<file path="src/rtl/alu_pkg.sv">
// Shared ALUOp/funct codes, internal op and FSM enums, and the ALUOp/funct decoder.
// ALU_DIV_EN enables DIV/DIVU decode; without it they decode as illegal.
package alu_pkg;

  localparam logic [3:0] AOP_ADD   = 4'b0000;
  localparam logic [3:0] AOP_SUB   = 4'b0001;
  localparam logic [3:0] AOP_RTYPE = 4'b0010;
  localparam logic [3:0] AOP_LUI   = 4'b0011;
  localparam logic [3:0] AOP_OR    = 4'b0100;
  localparam logic [3:0] AOP_AND   = 4'b0101;
  localparam logic [3:0] AOP_XOR   = 4'b0110;
  localparam logic [3:0] AOP_SLT   = 4'b1000;
  localparam logic [3:0] AOP_SLTU  = 4'b1001;
  localparam logic [3:0] AOP_NOR   = 4'b1010;

  localparam logic [5:0] FN_SLL   = 6'h00;
  localparam logic [5:0] FN_SRL   = 6'h02;
  localparam logic [5:0] FN_SRA   = 6'h03;
  localparam logic [5:0] FN_SLLV  = 6'h04;
  localparam logic [5:0] FN_SRLV  = 6'h06;
  localparam logic [5:0] FN_SRAV  = 6'h07;
  localparam logic [5:0] FN_MFHI  = 6'h10;
  localparam logic [5:0] FN_MTHI  = 6'h11;
  localparam logic [5:0] FN_MFLO  = 6'h12;
  localparam logic [5:0] FN_MTLO  = 6'h13;
  localparam logic [5:0] FN_MULT  = 6'h18;
  localparam logic [5:0] FN_MULTU = 6'h19;
  localparam logic [5:0] FN_DIV   = 6'h1A;
  localparam logic [5:0] FN_DIVU  = 6'h1B;
  localparam logic [5:0] FN_ADD   = 6'h20;
  localparam logic [5:0] FN_ADDU  = 6'h21;
  localparam logic [5:0] FN_SUB   = 6'h22;
  localparam logic [5:0] FN_SUBU  = 6'h23;
  localparam logic [5:0] FN_AND   = 6'h24;
  localparam logic [5:0] FN_OR    = 6'h25;
  localparam logic [5:0] FN_XOR   = 6'h26;
  localparam logic [5:0] FN_NOR   = 6'h27;
  localparam logic [5:0] FN_SLT   = 6'h2A;
  localparam logic [5:0] FN_SLTU  = 6'h2B;

  typedef enum logic [4:0] {
    OP_ADD, OP_SUB, OP_AND, OP_OR, OP_XOR, OP_NOR, OP_SLT, OP_SLTU,
    OP_SLL, OP_SRL, OP_SRA, OP_LUI, OP_MFHI, OP_MFLO, OP_MTHI, OP_MTLO,
    OP_MULT, OP_MULTU, OP_DIV, OP_DIVU, OP_ILL
  } op_t;

  typedef enum logic [1:0] {IDLE, MUL, DIV, DONE} state_t;

  typedef struct packed {
    op_t  op;
    logic ovf_chk;  // signed overflow reported (ADD/SUB flavours only)
    logic var_sh;   // shift amount taken from src_a instead of shamt
  } dec_t;

  function automatic dec_t decode(input logic [3:0] alu_op, input logic [5:0] funct);
    dec_t d;
    d.op      = OP_ILL;
    d.ovf_chk = 1'b0;
    d.var_sh  = 1'b0;
    case (alu_op)
      AOP_ADD:  begin d.op = OP_ADD; d.ovf_chk = 1'b1; end
      AOP_SUB:  begin d.op = OP_SUB; d.ovf_chk = 1'b1; end
      AOP_LUI:  d.op = OP_LUI;
      AOP_AND:  d.op = OP_AND;
      AOP_OR:   d.op = OP_OR;
      AOP_XOR:  d.op = OP_XOR;
      AOP_NOR:  d.op = OP_NOR;
      AOP_SLT:  d.op = OP_SLT;
      AOP_SLTU: d.op = OP_SLTU;
      AOP_RTYPE: begin
        case (funct)
          FN_ADD:   begin d.op = OP_ADD; d.ovf_chk = 1'b1; end
          FN_ADDU:  d.op = OP_ADD;
          FN_SUB:   begin d.op = OP_SUB; d.ovf_chk = 1'b1; end
          FN_SUBU:  d.op = OP_SUB;
          FN_AND:   d.op = OP_AND;
          FN_OR:    d.op = OP_OR;
          FN_XOR:   d.op = OP_XOR;
          FN_NOR:   d.op = OP_NOR;
          FN_SLT:   d.op = OP_SLT;
          FN_SLTU:  d.op = OP_SLTU;
          FN_SLL:   d.op = OP_SLL;
          FN_SRL:   d.op = OP_SRL;
          FN_SRA:   d.op = OP_SRA;
          FN_SLLV:  begin d.op = OP_SLL; d.var_sh = 1'b1; end
          FN_SRLV:  begin d.op = OP_SRL; d.var_sh = 1'b1; end
          FN_SRAV:  begin d.op = OP_SRA; d.var_sh = 1'b1; end
          FN_MFHI:  d.op = OP_MFHI;
          FN_MFLO:  d.op = OP_MFLO;
          FN_MTHI:  d.op = OP_MTHI;
          FN_MTLO:  d.op = OP_MTLO;
          FN_MULT:  d.op = OP_MULT;
          FN_MULTU: d.op = OP_MULTU;
`ifdef ALU_DIV_EN
          FN_DIV:   d.op = OP_DIV;
          FN_DIVU:  d.op = OP_DIVU;
`else
          FN_DIV, FN_DIVU: d.op = OP_ILL;
`endif
          default:  d.op = OP_ILL;
        endcase
      end
      default: d.op = OP_ILL;
    endcase
    return d;
  endfunction

endpackage

</file>
<file path="src/rtl/alu_md_seq.sv">
// Iterative shift-add multiplier / restoring divider on operand magnitudes, signs fixed on output.
// The divider datapath exists only when ALU_DIV_EN is defined.
module alu_md_seq
  import alu_pkg::*;
#(
  parameter int WIDTH   = 32,
  parameter int SHAMT_W = $clog2(WIDTH),
  parameter int CNT_W   = SHAMT_W + 1
) (
  input  logic             clk,
  input  logic             rst_n,
  input  logic             start,
  input  logic             abort,
  input  logic             is_div,
  input  logic             is_signed,
  input  logic [WIDTH-1:0] a,
  input  logic [WIDTH-1:0] b,
  output logic             done,
  output logic [WIDTH-1:0] hi_res,
  output logic [WIDTH-1:0] lo_res
);

  logic [CNT_W-1:0]   cnt;
  logic [WIDTH-1:0]   acc_hi, acc_lo, dvsr;
  logic               neg_q;
  logic [WIDTH-1:0]   nxt_hi, nxt_lo;
  logic [WIDTH:0]     mul_sum;
  logic [2*WIDTH-1:0] prod;

  function automatic logic [WIDTH-1:0] mag(input logic [WIDTH-1:0] x, input logic sgn);
    return (sgn && x[WIDTH-1]) ? -x : x;
  endfunction

  // acc_lo starts as the multiplier and is shifted out as product bits shift in
  assign mul_sum = {1'b0, acc_hi} + (acc_lo[0] ? {1'b0, dvsr} : '0);
  assign prod    = neg_q ? -{acc_hi, acc_lo} : {acc_hi, acc_lo};
  assign done    = (cnt == CNT_W'(1));

`ifdef ALU_DIV_EN
  logic           div_mode, neg_r, b_zero, ge;
  logic [WIDTH:0] rem_sh;
  logic [WIDTH-1:0] rem_sub;

  assign rem_sh  = {acc_hi, acc_lo[WIDTH-1]};
  assign ge      = (rem_sh >= {1'b0, dvsr});
  assign rem_sub = rem_sh[WIDTH-1:0] - dvsr;
  assign nxt_hi  = div_mode ? (ge ? rem_sub : rem_sh[WIDTH-1:0]) : mul_sum[WIDTH:1];
  assign nxt_lo  = div_mode ? {acc_lo[WIDTH-2:0], ge} : {mul_sum[0], acc_lo[WIDTH-1:1]};
  // Divide by zero leaves the dividend magnitude in acc_hi, so re-signing it restores the dividend
  assign hi_res  = div_mode ? (neg_r ? -acc_hi : acc_hi) : prod[2*WIDTH-1:WIDTH];
  assign lo_res  = div_mode ? (b_zero ? '1 : (neg_q ? -acc_lo : acc_lo)) : prod[WIDTH-1:0];

  always_ff @(posedge clk or negedge rst_n) begin
    if (!rst_n) begin
      div_mode <= 1'b0;
      neg_r    <= 1'b0;
      b_zero   <= 1'b0;
    end else if (start && !abort) begin
      div_mode <= is_div;
      neg_r    <= is_signed & a[WIDTH-1];
      b_zero   <= (b == '0);
    end
  end
`else
  logic unused_div;
  assign unused_div = is_div;
  assign nxt_hi = mul_sum[WIDTH:1];
  assign nxt_lo = {mul_sum[0], acc_lo[WIDTH-1:1]};
  assign hi_res = prod[2*WIDTH-1:WIDTH];
  assign lo_res = prod[WIDTH-1:0];
`endif

  always_ff @(posedge clk or negedge rst_n) begin
    if (!rst_n) begin
      cnt    <= '0;
      acc_hi <= '0;
      acc_lo <= '0;
      dvsr   <= '0;
      neg_q  <= 1'b0;
    end else if (abort) begin
      cnt <= '0;
    end else if (start) begin
      cnt    <= CNT_W'(WIDTH);
      acc_hi <= '0;
      acc_lo <= mag(a, is_signed);
      dvsr   <= mag(b, is_signed);
      neg_q  <= is_signed & (a[WIDTH-1] ^ b[WIDTH-1]);
    end else if (cnt != '0) begin
      cnt    <= cnt - CNT_W'(1);
      acc_hi <= nxt_hi;
      acc_lo <= nxt_lo;
    end
  end

endmodule

</file>
<file path="src/rtl/alu_md_unit.sv">
// Execute-stage ALU: decode, single-cycle ALU, HI/LO and the mul/div sequencing FSM.
// ALU_DIV_EN enables DIV/DIVU; otherwise they complete as illegal in one cycle.
module alu_md_unit
  import alu_pkg::*;
#(
  parameter int WIDTH   = 32,
  parameter int SHAMT_W = $clog2(WIDTH),
  parameter int CNT_W   = SHAMT_W + 1
) (
  input  logic               clk,
  input  logic               rst_n,
  input  logic               flush,
  input  logic               in_valid,
  output logic               in_ready,
  input  logic [3:0]         alu_op,
  input  logic [5:0]         funct,
  input  logic [SHAMT_W-1:0] shamt,
  input  logic [WIDTH-1:0]   src_a,
  input  logic [WIDTH-1:0]   src_b,
  output logic               out_valid,
  output logic [WIDTH-1:0]   result,
  output logic               zero,
  output logic               overflow,
  output logic               illegal,
  output logic               busy,
  output logic [WIDTH-1:0]   hi,
  output logic [WIDTH-1:0]   lo
);

  state_t             state;
  dec_t               dec;
  logic [SHAMT_W-1:0] sh;
  logic [WIDTH-1:0]   sum, diff, alu_res, seq_hi, seq_lo;
  logic               alu_ovf, is_md, is_div, md_start, seq_done;

  assign dec      = decode(alu_op, funct);
  assign sh       = dec.var_sh ? src_a[SHAMT_W-1:0] : shamt;
  assign sum      = src_a + src_b;
  assign diff     = src_a - src_b;
  assign is_div   = (dec.op == OP_DIV) || (dec.op == OP_DIVU);
  assign is_md    = is_div || (dec.op == OP_MULT) || (dec.op == OP_MULTU);
  assign in_ready = (state == IDLE);
  assign busy     = (state != IDLE);
  assign md_start = in_ready && in_valid && !flush && is_md;

  always_comb begin
    alu_res = '0;
    alu_ovf = 1'b0;
    case (dec.op)
      OP_ADD: begin
        alu_res = sum;
        alu_ovf = dec.ovf_chk && (src_a[WIDTH-1] == src_b[WIDTH-1]) && (sum[WIDTH-1] != src_a[WIDTH-1]);
      end
      OP_SUB: begin
        alu_res = diff;
        alu_ovf = dec.ovf_chk && (src_a[WIDTH-1] != src_b[WIDTH-1]) && (diff[WIDTH-1] != src_a[WIDTH-1]);
      end
      OP_AND:  alu_res = src_a & src_b;
      OP_OR:   alu_res = src_a | src_b;
      OP_XOR:  alu_res = src_a ^ src_b;
      OP_NOR:  alu_res = ~(src_a | src_b);
      OP_SLT:  alu_res = {{(WIDTH-1){1'b0}}, $signed(src_a) < $signed(src_b)};
      OP_SLTU: alu_res = {{(WIDTH-1){1'b0}}, src_a < src_b};
      OP_SLL:  alu_res = src_b << sh;
      OP_SRL:  alu_res = src_b >> sh;
      OP_SRA:  alu_res = $unsigned($signed(src_b) >>> sh);
      OP_LUI:  alu_res = {src_b[WIDTH/2-1:0], {(WIDTH/2){1'b0}}};
      OP_MFHI: alu_res = hi;
      OP_MFLO: alu_res = lo;
      default: alu_res = '0;
    endcase
  end

  alu_md_seq #(.WIDTH(WIDTH), .SHAMT_W(SHAMT_W), .CNT_W(CNT_W)) u_seq (
    .clk       (clk),
    .rst_n     (rst_n),
    .start     (md_start),
    .abort     (flush),
    .is_div    (is_div),
    .is_signed ((dec.op == OP_MULT) || (dec.op == OP_DIV)),
    .a         (src_a),
    .b         (src_b),
    .done      (seq_done),
    .hi_res    (seq_hi),
    .lo_res    (seq_lo)
  );

  always_ff @(posedge clk or negedge rst_n) begin
    if (!rst_n) begin
      state     <= IDLE;
      out_valid <= 1'b0;
      result    <= '0;
      zero      <= 1'b0;
      overflow  <= 1'b0;
      illegal   <= 1'b0;
      hi        <= '0;
      lo        <= '0;
    end else begin
      out_valid <= 1'b0;
      case (state)
        IDLE: begin
          if (in_valid && !flush) begin
            if (is_md) begin
              state <= is_div ? DIV : MUL;
            end else begin
              out_valid <= 1'b1;
              result    <= alu_res;
              zero      <= (alu_res == '0);
              overflow  <= alu_ovf;
              illegal   <= (dec.op == OP_ILL);
              if (dec.op == OP_MTHI) hi <= src_a;
              if (dec.op == OP_MTLO) lo <= src_a;
            end
          end
        end
        MUL, DIV: begin
          if (flush)         state <= IDLE;
          else if (seq_done) state <= DONE;
        end
        DONE: begin
          state <= IDLE;
          if (!flush) begin
            hi        <= seq_hi;
            lo        <= seq_lo;
            out_valid <= 1'b1;
            result    <= '0;
            zero      <= 1'b1;
            overflow  <= 1'b0;
            illegal   <= 1'b0;
          end
        end
        default: state <= IDLE;
      endcase
    end
  end

endmodule

</file>
<file path="config.mk">
export PLATFORM = sky130hd
export DESIGN_NAME = alu_md_unit
export DESIGN_NICKNAME = d
export VERILOG_FILES = /design/src/rtl/alu_pkg.sv /design/src/rtl/alu_md_seq.sv /design/src/rtl/alu_md_unit.sv
export SDC_FILE = /design/constraint.sdc
export NUM_CORES = 1
export LEC_CHECK = 0
export BUFFER_PORTS_ARGS = -buffer_cell sky130_fd_sc_hd__buf_2
export CAP_MARGIN = 15
export CORE_AREA = 5 5 314 316
export DETAILED_ROUTE_END_ITERATION = 8
export DIE_AREA = 0 0 319 321
export GPL_TIMING_DRIVEN = 0
export PLACE_DENSITY = 0.4
export SETUP_SLACK_MARGIN = 0.05
export SLEW_MARGIN = 25
export SYNTH_ARGS = -nofsm -noshare
export SYNTH_HDL_FRONTEND = slang
export SYNTH_SLANG_ARGS = --single-unit
</file>
<file path="constraint.sdc">
create_clock -name clk -period 4.35 [get_ports clk]
set_clock_uncertainty 0.05 [all_clocks]
set_input_delay 0.6525 -clock clk [delete_from_list [all_inputs] [get_ports clk]]
set_output_delay 0.6525 -clock clk [all_outputs]
set_load 0.05 [all_outputs]
</file>
==> results of run 1 <==
[synth_stat cells (15+ instances only)]
cell type,number
nand2_1,420
a31oi_1,36
a221oi_1,25
and2_1,44
mux2i_1,88
dfrtp_1,205
nand2b_1,30
nor3_1,66
o21ai_0,340
o22ai_1,35
a22oi_1,42
nand3_1,71
a21o_1,52
or3_1,34
or4_1,30
nor2_1,215
xor2_1,70
a22o_1,35
o21bai_1,18
nor4_1,26
o31ai_1,62
o21a_1,15
o211ai_1,23
xnor2_1,92
or2_2,16
clkbuf_1,186
nor2b_1,16
inv_1,123
nand4_1,27
a21oi_1,205
a211oi_1,113
ha_1,135
o41ai_1,23
and3_1,17
[per-stage QoR]
step | instances | TNS [ns]
finish | 4801 | -0.8566
global route | 4792 | -0.7164
detailed placement | 4662 | -312.95
floorplan | 3195 | -0.1990
global placement | 4649 | -868.76
CTS | 4763 | -42.18
[critical path, stage by stage]
cell and delay [ns]:
clkbuf_1 0.31, or2_4 0.36, nor4_4 0.11, buf_6 0.16
buf_4 0.14, a21oi_4 0.32, buf_4 0.33, mux2i_1 0.43
a22oi_1 0.29, a21oi_2 0.33, a21oi_1 0.16, nor3_2 0.27
nand4_1 0.28, or4_4 0.62, nor4_4 0.31, nand4b_1 0.14
o31ai_2 0.17
[power breakdown]
group	switching [mW]	internal, mW	total, mW
logic	6.13	2.45	8.58
clock network	1.03	1.50	2.53
registers	1.29	2.70	3.99
total	8.46	6.65	15.1
[timing repair]
item | CTS | global route
resized for setup | 333 | 178
hold endpoints to repair | 51 | 0
pin swaps | 41 | 36
endpoints found under the setup margin | 200 | 199
gates cloned | 0 | 1
setup buffers | 58 | 33
hold buffers | 1 | 0
[sequential cells by signal, indices dropped and copies added, names as in the netlist]
name	cells
hi	32
illegal	1
lo	32
out_valid	1
overflow	1
result	32
state	2
u_seq.acc_hi	32
u_seq.acc_lo	32
u_seq.cnt	6
u_seq.dvsr	32
u_seq.neg_q	1
zero	1
[final timing paths]
check                           depth (start not counted)             end
worst max-delay path                                   17            zero
max in group asynchronous                               3  u_seq.dvsr[21]
min in group asynchronous                               2      result[12]
worst min-delay path                                    3       out_valid
worst max register to register                         13          hi[31]
worst min register to register                          2      result[10]
[kinds of logic (layout without fill, tap and decap cells)]
group / Yosys count / count (layout) / share of synthesized area
simple gates: 1044 / 1044 / 0.2076
other cells: 0 / 9 / 0
compound gates: 1182 / 1182 / 0.3305
flops: 205 / 205 / 0.2175
xor+xnor: 162 / 162 / 0.06016
buf+inv: 359 / 680 / 0.06281
mux: 105 / 105 / 0.04732
fa+ha+maj: 138 / 138 / 0.07416
[routing by layer]
metal  part of all wire  up-vias  routed length, µm  track usage
met1               0.40    14390              73680       0.4402
met4              0.081        6              14850       0.1985
met2               0.42     1865              77180       0.5216
met5            0.00023        -                 42            0
met3              0.095      505              17320      0.07167
li1                   -    12465                  -            -
[area by class of cell]
class | instances | area [µm²]
clock buffer | 37 | 784.5
fill | 10417 | 65470
inverter | 124 | 514.2
multi-input combinational | 2631 | 18720
buffer | 222 | 1439
clock inverter | 13 | 196.4
tap | 1276 | 1597
antenna | 9 | 22.52
timing repair buffer | 284 | 1834
sequential | 205 | 5130
==> results.yml, run 1 <==
setup_path:
  r2r_setup_slack_ns: 0.20
  crit_type: "primary input to flop"
  r2r-start: "u_seq.acc_lo[5]"
  cp_max_fo: 10
  crit_required_ns: 4.82
  cp-start-kind: "primary input"
  endpoint_kind: "flop"
  crit_arrival_ns: 5.42
  crit_start: "funct[5]"
route:
  num_vias: 29231
  drcViolationCount: 0
  firstDrtPassIters: 7
  drtIter0Drc: 3607
  ant_nets: 0
  wirelength_mm: 183.1
  vias_per_cell: 6.089
  wl_per_cell_um: 38.13
synthesis:
  syn-num-nets: 3416
  synth_top_cell_area_share: 0.2175
  synth_warnings: 0
  synthTopCellsByArea: "dfrtp_1, o21ai_0, ha_1"
  synth-seq-cells: 205
  synthesis.area_um2: 23590
  synth_area_leader_cell: "dfrtp_1"
  synthArstFlopShare: 1.000
  seq_area_frac_synth: 0.2175
  synth.avg_cell_area_um2: 7.382
  ys.flop_type: "dfrtp_1"
  synth-edff-count: 0
  netlist_instances: 3195
  synth_cell_type_count: 89
clocking:
  clk_latency_ns: 0.63
  cts_tree: "built"
  cts_sinks: 205
  htreeDepth: 1
  clk_pin_slew_ns: 0.06
  cts_buffer_depth: 3
  cts_buffers: 28
  cts_root_buf: "clkbuf_16"
timing:
  max_freq_mhz: 202.0
  slew_headroom: 0.2442
  worstMarginPinSlew_ns: 1.131
  report.final.slew_viol_count: 0
  setup_viol: 4
  rsz0062_at_grt: "true"
  final-hold-violation-count: 0
  timing.hold.ws_ns: 0.3949
  min_period_over_period: 1.138
  period_needed_ns: 4.950
  fin_ws_ns: -0.6002
floorplan:
  initial_utilization: 0.2464
  rows: 114
  die_width_um: 319
  dieArea_um2: 102400
  num_io_pins: 185
  die_y_um: 321
  fp.coreArea_um2: 95710
layout:
  final_cell_mix: "nand2_1, o21ai_0, dfrtp_1"
  drive_above_1_share: 0.2190
  final_common_cell: "nand2_1"
  design_area_um2: 30240
  area_growth_pct: 28.22
  fin_util: 0.3160
  nNetsFinal: 3717
grt:
  antenna_found_initial: 14
  grt.total_usage: 0.3390
  grt_pass1_vias: 27732
  grt-ovfl-total: 0
  grt_pass1_wl_mm: 244.4
  grt_max_degree: 83
run_status:
  violations: "setup timing"
  status: "finished, violations left"
power_and_ir_drop:
  p_leak_nw: 12.39
  finalPower_mw: 15.11
  power.density_nw_per_um2: 499.5
  peakVddDrop_uv: 347.8
worst_hold_path:
  hp-class: "primary input to flop"
  hold_start: "in_valid"
place:
  place_congestion: 1.106
  port_buffers: 178
  hpwl_mm: 150.3
  placed_cell_area_um2: 26650
  dp_slack_ns: -3.767
job:
  maxCapViolCount: 0
No activity file was read; power rests on OpenSTA's default activity.
==> inputs of run 2 (changes only) <==
--- a/config.mk
+++ b/config.mk
@@ -7,13 +7,14 @@
 export LEC_CHECK = 0
 export BUFFER_PORTS_ARGS = -buffer_cell sky130_fd_sc_hd__buf_2
 export CAP_MARGIN = 15
-export CORE_AREA = 5 5 314 316
+export CORE_AREA = 5 5 317 319
 export DETAILED_ROUTE_END_ITERATION = 8
-export DIE_AREA = 0 0 319 321
+export DIE_AREA = 0 0 322 324
 export GPL_TIMING_DRIVEN = 0
 export PLACE_DENSITY = 0.4
 export SETUP_SLACK_MARGIN = 0.05
 export SLEW_MARGIN = 25
 export SYNTH_ARGS = -nofsm -noshare
 export SYNTH_HDL_FRONTEND = slang
+export SYNTH_HIERARCHICAL = 1
 export SYNTH_SLANG_ARGS = --single-unit
==> constraint.sdc (replaced) <==
create_clock -name clk -period 4.35 [get_ports clk]
set_clock_uncertainty 0.05 [all_clocks]
set_input_delay 0.6525 -clock clk [delete_from_list [all_inputs] [get_ports clk]]
set_output_delay 0.6525 -clock clk [all_outputs]
set_load 0.02 [all_outputs]
==> run 2 against run 1 <==
The flow still finishes with violations (setup timing). Area after synthesis grew 1.9%. Non-clock buffer count is 26 lower. Worst hold slack improved by 0.0065 ns. Die area up 1.9%. Fmax up 8.9%. Cell area shrank 0.71%. Largest cell class unchanged. Routed wire length shrank 10%. Sequential cell count is the same. Register-to-register slack better by 0.15 ns. Clock power is 3% lower. Total power decreased by 11%. Critical path type unchanged. Critical path depth is 3 lower.
==> results.yml, run 2 <==
job:
  maxCapViolCount: 0
layout:
  fillerInstances: 10698
  fin_util: 0.3078
  design_area_um2: 30030
  drive_above_1_share: 0.1964
  final_cell_mix: "a21oi_1, nor2_1, nand2_1"
  nNetsFinal: 3763
  final_common_cell: "a21oi_1"
  area_growth_pct: 24.94
run_status:
  violations: "setup timing"
  status: "finished, violations left"
timing:
  fin_ws_ns: -0.1942
  slew_headroom: 0.2197
  report.final.slew_viol_count: 0
  setup_viol: 1
  period_needed_ns: 4.544
  final-hold-violation-count: 0
  rsz0062_at_grt: "true"
  min_period_over_period: 1.045
  worstMarginPinSlew_ns: 1.156
  max_freq_mhz: 220.1
  timing.hold.ws_ns: 0.4014
route:
  wirelength_mm: 164.0
  wl_per_cell_um: 33.77
  drcViolationCount: 0
  firstDrtPassIters: 7
  wl_met3_mm: 17.89
  num_vias: 29493
  ant_nets: 0
  vias_per_cell: 6.072
  dr.max_layer_used: "met5"
  wl_met2_mm: 67.91
  wl_met1_mm: 67.00
  drtIter0Drc: 3904
grt:
  grt_max_degree: 70
  grt-ovfl-total: 0
  grt_pass1_vias: 27869
  grt.total_usage: 0.2982
  grt_pass1_wl_mm: 224.1
  antenna_found_initial: 14
floorplan:
  fp.coreArea_um2: 97560
  num_io_pins: 185
  rows: 115
  initial_utilization: 0.2464
  dieArea_um2: 104300
  die_width_um: 322
  die_y_um: 324
clocking:
  cts_buffers: 29
  htreeDepth: 1
  cts_buffer_depth: 3
  clk_pin_slew_ns: 0.06
  cts_sinks: 205
  cts_root_buf: "clkbuf_16"
  cts_tree: "built"
  clk_latency_ns: 0.62
setup_path:
  crit_required_ns: 4.81
  endpoint_kind: "flop"
  cp_max_fo: 10
  cp-start-kind: "primary input"
  crit_arrival_ns: 5.00
  crit_type: "primary input to flop"
  r2r_cells: 12
place:
  hpwl_mm: 130.3
  place_congestion: 1.050
  placed_cell_area_um2: 26740
  dp_slack_ns: -2.219
  port_buffers: 179
synthesis:
  netlist_instances: 3262
  synthesis.area_um2: 24030
  synth.avg_cell_area_um2: 7.368
  synth_warnings: 6
  syn-num-nets: 3483
worst_hold_path:
  hp-class: "primary input to flop"
  min_path_cells: 3
power_and_ir_drop:
  p_leak_nw: 12.19
  power.density_nw_per_um2: 447.8
  peakVddDrop_uv: 352.8
-- run 2: routing by layer --
layer	vias to the layer above	GRT usage
met4	10	0.1437
met1	14492	0.3991
met3	462	0.07630
li1	12667	-
met2	1862	0.4487
met5	-	0
-- run 2: timing repair --
item,in CTS,in global routing
gates cloned,1,1
endpoints found under the setup margin,202,103
pin swaps,35,31
hold endpoints to repair,38,0
setup buffers,42,32
hold buffers,1,0
resized for setup,337,123
-- run 2: worst max-delay path, stage by stage --
cell and delay (ns):
buf_2 0.15, clkbuf_1 0.22, or4_1 0.62, nor2b_1 0.19, a21oi_1 0.83, o21ai_2 0.49, o211ai_1 0.86, o21bai_1 0.26
nor4_2 0.09, nand2_1 0.11, nor4_2 0.05, nand4_1 0.16, nor4_2 0.05, a32o_2 0.25
-- run 2: layout make-up --
cell class                      count  area (µm²)  share of cell area
Timing Repair Buffer              262        1740             0.05796
Clock inverter                     14       131.4            0.004375
Inverter                          121       485.5             0.01617
Tap cell                         1287        1610             0.05363
Antenna cell                        6       15.01           0.0005000
Buffer                            218        1315             0.04380
Clock buffer                       39       833.3             0.02775
Sequential cell                   205        5130              0.1708
Multi-Input combinational cell   2705       18770              0.6250
-- run 2: stage by stage --
step	instances	setup TNS (ns)	total power, mW
floorplan	3262	0	7.340
global placement	4728	-609.41	10.45
detailed placement	4734	-269.02	10.45
CTS	4824	0	13.22
global route	4852	-0.1625	14.08
finish	4857	-0.1942	13.45
-- run 2: path summary, 6_finish.rpt --
path	to	startpoint	slack (ns)
max reg2reg	u_seq/acc_hi[23]	u_seq/acc_lo[0]	0.35
max	zero	funct[1]	-0.19
min reg2reg	u_seq/dvsr[31]	u_seq/dvsr[31]	0.42
max in group asynchronous	u_seq/acc_hi[23]	rst_n	2.77
min in group asynchronous	state[1]	rst_n	0.44
min	u_seq/acc_lo[0]	src_a[0]	0.40
-- run 2: where the power goes --
group	switching, mW	internal (mW)
logic	4.59	2.29
clock network	1.05	1.41
registers	1.38	2.73
